File: config.mk
export PLATFORM = sky130hd
export DESIGN_NAME = mem_arbiter
export DESIGN_NICKNAME = d
export VERILOG_FILES = /design/src/rtl/mem_arbiter.sv
export SDC_FILE = /design/constraint.sdc
export NUM_CORES = 1
export LEC_CHECK = 0
export ABC_AREA = 1
export CORE_MARGIN = 5
export CORE_UTILIZATION = 40
export DETAILED_ROUTE_END_ITERATION = 7
export GPL_ROUTABILITY_DRIVEN = 0
export PLACE_DENSITY = 0.84
export SETUP_SLACK_MARGIN = 0.05
export SKIP_LAST_GASP = 1
export SLEW_MARGIN = 10
export SYNTH_ARGS = -nofsm -noshare
export SYNTH_HDL_FRONTEND = slang
export SYNTH_SLANG_ARGS = --single-unit
export TNS_END_PERCENT = 20
File: constraint.sdc
create_clock -name I_clock -period 1.4 [get_ports I_clock]
set_input_delay 0.28 -clock I_clock [delete_from_list [all_inputs] [get_ports I_clock]]
set_output_delay 0.28 -clock I_clock [all_outputs]
set_load 0.005 [all_outputs]
File: src/rtl/mem_arbiter.sv
// Single-port memory arbiter for a video reader and a CPU; one access per IDLE->ISSUE->ACK pass.
// Video has priority until the CPU has lost P_cpu_max_wait consecutive arbitrations.
module mem_arbiter #(
  parameter int P_data_bits    = 8,
  parameter int P_addr_bits    = 16,
  parameter int P_cpu_max_wait = 6
) (
  input  logic                   I_clock,
  input  logic                   I_reset,
  input  logic                   I_vid_req,
  input  logic [P_addr_bits-1:0] I_vid_addr,
  output logic                   O_vid_ack,
  output logic [P_data_bits-1:0] O_vid_data,
  input  logic                   I_cpu_req,
  input  logic                   I_cpu_rdwr,
  input  logic [P_addr_bits-1:0] I_cpu_addr,
  input  logic [P_data_bits-1:0] I_cpu_wr_data,
  output logic                   O_cpu_ack,
  output logic [P_data_bits-1:0] O_cpu_rd_data,
  output logic [P_addr_bits-1:0] O_mem_addr,
  output logic                   O_mem_rden,
  output logic                   O_mem_wren,
  output logic [P_data_bits-1:0] O_mem_data,
  input  logic [P_data_bits-1:0] I_mem_data,
  output logic                   O_busy
);

  typedef enum logic [1:0] {S_IDLE, S_ISSUE, S_ACK} state_t;

  localparam logic [7:0] C_MAX_WAIT = 8'(P_cpu_max_wait);

  state_t                 state_q, state_d;
  logic                   win_cpu_q, win_cpu_d;
  logic                   rd_q, rd_d;
  logic [P_addr_bits-1:0] addr_q, addr_d;
  logic [P_data_bits-1:0] wdata_q, wdata_d;
  logic [7:0]             starve_q, starve_d;
  logic [P_data_bits-1:0] vid_data_q, cpu_data_q;

  always_ff @(posedge I_clock) begin
    if (I_reset) begin
      state_q    <= S_IDLE;
      win_cpu_q  <= 1'b0;
      rd_q       <= 1'b1;
      addr_q     <= '0;
      wdata_q    <= '0;
      starve_q   <= '0;
      vid_data_q <= '0;
      cpu_data_q <= '0;
    end else begin
      state_q   <= state_d;
      win_cpu_q <= win_cpu_d;
      rd_q      <= rd_d;
      addr_q    <= addr_d;
      wdata_q   <= wdata_d;
      starve_q  <= starve_d;
      if (O_vid_ack) vid_data_q <= I_mem_data;
      if (O_cpu_ack) cpu_data_q <= I_mem_data;
    end
  end

  always_comb begin
    state_d   = state_q;
    win_cpu_d = win_cpu_q;
    rd_d      = rd_q;
    addr_d    = addr_q;
    wdata_d   = wdata_q;
    starve_d  = starve_q;
    case (state_q)
      S_IDLE: begin
        if (I_cpu_req && (!I_vid_req || starve_q == C_MAX_WAIT)) begin
          state_d   = S_ISSUE;
          win_cpu_d = 1'b1;
          rd_d      = I_cpu_rdwr;
          addr_d    = I_cpu_addr;
          wdata_d   = I_cpu_wr_data;
          starve_d  = '0;
        end else if (I_vid_req) begin
          state_d   = S_ISSUE;
          win_cpu_d = 1'b0;
          rd_d      = 1'b1;
          addr_d    = I_vid_addr;
          // Video only beats a waiting CPU below the limit, so this never overshoots.
          starve_d  = I_cpu_req ? starve_q + 8'd1 : 8'd0;
        end else begin
          starve_d  = '0;
        end
      end
      S_ISSUE: state_d = S_ACK;
      S_ACK:   state_d = S_IDLE;
      default: state_d = S_IDLE;
    endcase
  end

  always_comb begin
    O_busy        = (state_q != S_IDLE);
    O_mem_addr    = addr_q;
    O_mem_data    = wdata_q;
    O_mem_rden    = (state_q == S_ISSUE) && rd_q;
    O_mem_wren    = (state_q == S_ISSUE) && !rd_q;
    O_vid_ack     = (state_q == S_ACK) && !win_cpu_q;
    O_cpu_ack     = (state_q == S_ACK) && win_cpu_q;
    O_vid_data    = O_vid_ack ? I_mem_data : vid_data_q;
    O_cpu_rd_data = O_cpu_ack ? I_mem_data : cpu_data_q;
  end

endmodule

==> results_dict.tcl <==
set metrics [dict create \
    outcome "finished with violations" \
    violations "setup timing" \
    syn_avg_cell_area_sq_um 7.09 \
    reg2reg_slack_ns -0.37 \
    cpPeakStageDelay_ns 0.34 \
    clockRootBuffer "clkbuf_8" \
    power.leakage_nw 1.95 \
    final_cell_area_sq_mm 0.00432 \
    die_w_um 90.1 \
    synthCells 362 \
    ys_seq_area_share_pct 40.6 \
    cp_cell_sequence "inv_2, nor2_2, nand2_2, inv_4, buf_6, or2_0, inv_1, a21oi_2, buf_2" \
    timing.final.crit_share_pct 137 \
    maxSlewHeadroom_pct 83.1 \
    fp.dieH_um 90.1 \
    n_antenna_cell 0 \
    wl_per_cell_um 14.2 \
    grt_usage_pct 19.7 \
    dieArea_sq_mm 0.00811 \
    hold_viol 0 \
    setup_viol 76 \
    crit_start "state_q[1]$_SDFFE_PP0P_" \
    dp_hpwl_mm 5.59 \
    slew_viol_final 0 \
    critPathBufInv 5 \
    max-clock-path-buffers 2 \
    cts_sinks 52 \
    htree_levels 2 \
    worstPathArrival_ns 1.64 \
    final_util_pct 68.8 \
    grt.overflow.total 0 \
    crit_type "register to output port" \
    reg2reg_to "cpu_data_q[6]$_SDFF_PP0_" \
    skew_ns 0.0117 \
    grt_pass1_vias 2936 \
    endpoint_kind "output port" \
    cp-endpoint "O_cpu_rd_data[6]" \
    initialDrtViolationCount 167 \
    powerDensity_mw_per_mm2 817 \
    syn_area_sq_mm 0.00256 \
    ys_ff_latch 52 \
    drive_above_1_share_pct 30.8 \
    area_delta_synth_final_pct 68.3 \
    hp-class "register to register" \
    clk_pin_slew_worst_paths_ns 0.11 \
    dpl_cell_area_sq_mm 0.00399 \
    fmax_mhz 521 \
    rsz0062_at_grt "true" \
    cts_buffers 5 \
    core_sq_mm 0.00628 \
    portBuffers 97 \
    cts_hold_buf 0 \
    post-route-min-period_ns 1.92 \
    antenna_found_initial 0 \
    fin_total_pwr_mw 3.53 \
    synth_cell_types 27 \
    syn_nets 417 \
    maxCapViolations 0 \
    drt-pass1-iter-count 4 \
    grt_pass1_wl_mm 13.6 \
    timing.hold.ws_ns 0.470 \
    cp.required_ns 1.12 \
    r2r-start "state_q[1]$_SDFFE_PP0P_" \
    setup.worst_path.start_class "register" \
    nets 577 \
    synth_warnings 0 \
    critPathTopFamily "buffers and inverters" \
    drc 0 \
    routed_via_density 4.93 \
    slowest_stage "dfxtp_2" \
    drt-total-wl_mm 8.53 \
    tightestPinTransition_ns 0.252 \
    grt_max_degree 33 \
    drtAntennaViolNets 0 \
    fillers 494 \
    start_util_pct 40.9 \
    cts_tree "done" \
    rows 29 \
    crit_cells 9 \
    ios 98 \
    r2r_cells 11 \
    insertion_delay_ns 0.31 \
    timing.setup.tns_ns -10.56 \
    path_max_fanout 8 \
    worst_slack_ns -0.520 \
    vdd_ir_drop_max_mv 0.554 \
    vias 2958 \
    layout.cells.most_common_list "77 x clkdlybuf4s50_1, 60 x buf_4, 49 x dfxtp_1" \
    layout_commonest_cell "clkdlybuf4s50_1" \
]
-- synthesized netlist by cell type, drive strengths merged --
| library cell | n | area (sq um) |
|---|---|---|
| buf | 14 | 97.6 |
| a211oi | 16 | 130 |
| xor2 | 4 | 35.0 |
| nand2 | 49 | 184 |
| nand3 | 21 | 110 |
| nand4 | 9 | 56.3 |
| o21ai | 20 | 111 |
| nor3 | 3 | 20.0 |
| a21oi | 43 | 215 |
| or2 | 16 | 100 |
| nor2 | 52 | 210 |
| inv | 54 | 203 |
| dfxtp | 52 | 1040 |
| ha | 2 | 25.0 |
| clkbuf | 7 | 26.3 |
-- final cells by class --
| cell class | count | area [sq um] | area share, % |
|---|---|---|---|
| timing repair buffer | 173 | 1570 | 36.3 |
| multi-input combinational | 235 | 1300 | 30.1 |
| sequential | 52 | 1050 | 24.3 |
| inverter | 54 | 205 | 4.75 |
| tap | 77 | 96.3 | 2.23 |
| clock buffer | 5 | 68.8 | 1.59 |
| clock inverter | 3 | 27.5 | 0.638 |
| timing repair inverter | 1 | 7.51 | 0.174 |
-- worst min path at each step --
stage	startpoint	end	slack, ns	cells past startpoint
4_1_cts	O_mem_data[0]$_SDFFE_PP0P_	O_mem_data[0]$_SDFFE_PP0P_	0.47	2
3_5_place_dp	O_mem_data[0]$_SDFFE_PP0P_	O_mem_data[0]$_SDFFE_PP0P_	0.45	2
5_1_grt	O_mem_data[3]$_SDFFE_PP0P_	O_mem_data[3]$_SDFFE_PP0P_	0.50	2
2_1_floorplan	I_cpu_rdwr	rd_q$_SDFFE_PP1P_	0.40	2
6_report	O_mem_data[0]$_SDFFE_PP0P_	O_mem_data[0]$_SDFFE_PP0P_	0.47	2
3_3_place_gp	O_mem_data[0]$_SDFFE_PP0P_	O_mem_data[0]$_SDFFE_PP0P_	0.45	2
-- registers in the layout, indices dropped and copies added (netlist names) --
register    flops
starve_q        8
vid_data_q      8
O_mem_data      8
rd_q            1
O_mem_addr     16
cpu_data_q      8
win_cpu_q       1
state_q         2
-- worst register-to-register path: stages, from the launching register on --
cell      delay (ns)
dfxtp_2         0.34
inv_2           0.06
nor2_2          0.09
nand2_2         0.10
inv_4           0.11
buf_6           0.11
or2_0           0.18
inv_1           0.12
buf_4           0.15
buf_4           0.12
buf_4           0.12
a211oi_1        0.20
-- metal layers --
metal / routed length (um) / global-route usage, %
met5: 0 / 0
met4: 125 / 3.97
met3: 726 / 6.84
met2: 4390 / 36.0
met1: 3290 / 22.1
-- power by group --
| part | leakage, nW | internal, mW | switching [mW] |
|---|---|---|---|
| clock | 0.0463 | 0.368 | 0.536 |
| combinational | 1.48 | 0.563 | 0.437 |
| sequential | 0.427 | 1.57 | 0.0518 |
| total | 1.95 | 2.50 | 1.02 |
-- per-stage QoR --
stage	setup WS (ns)	instances
floorplan	0.0461	362
global placement	-0.400	569
detailed placement	-0.483	569
CTS	-0.423	594
global route	-0.604	600
finish	-0.520	600
-- cell families (layout without fill, tap and decap cells) --
group | Yosys count | count (layout) | share of synthesized area (%)
compound gates | 79 | 79 | 17.8
xor+xnor | 4 | 4 | 1.37
fa+ha+maj | 2 | 2 | 0.975
buf+inv | 75 | 236 | 12.7
flops | 52 | 52 | 40.6
simple gates | 150 | 150 | 26.5
-- timing repair --
action | in CTS | in global routing
pin swaps | 10 | 9
buffers inserted | 19 | 7
setup endpoints to repair | 74 | 91
gates resized for setup | 113 | 17
cloned | 1 | 0
No activity file was read; power rests on OpenSTA's default activity.
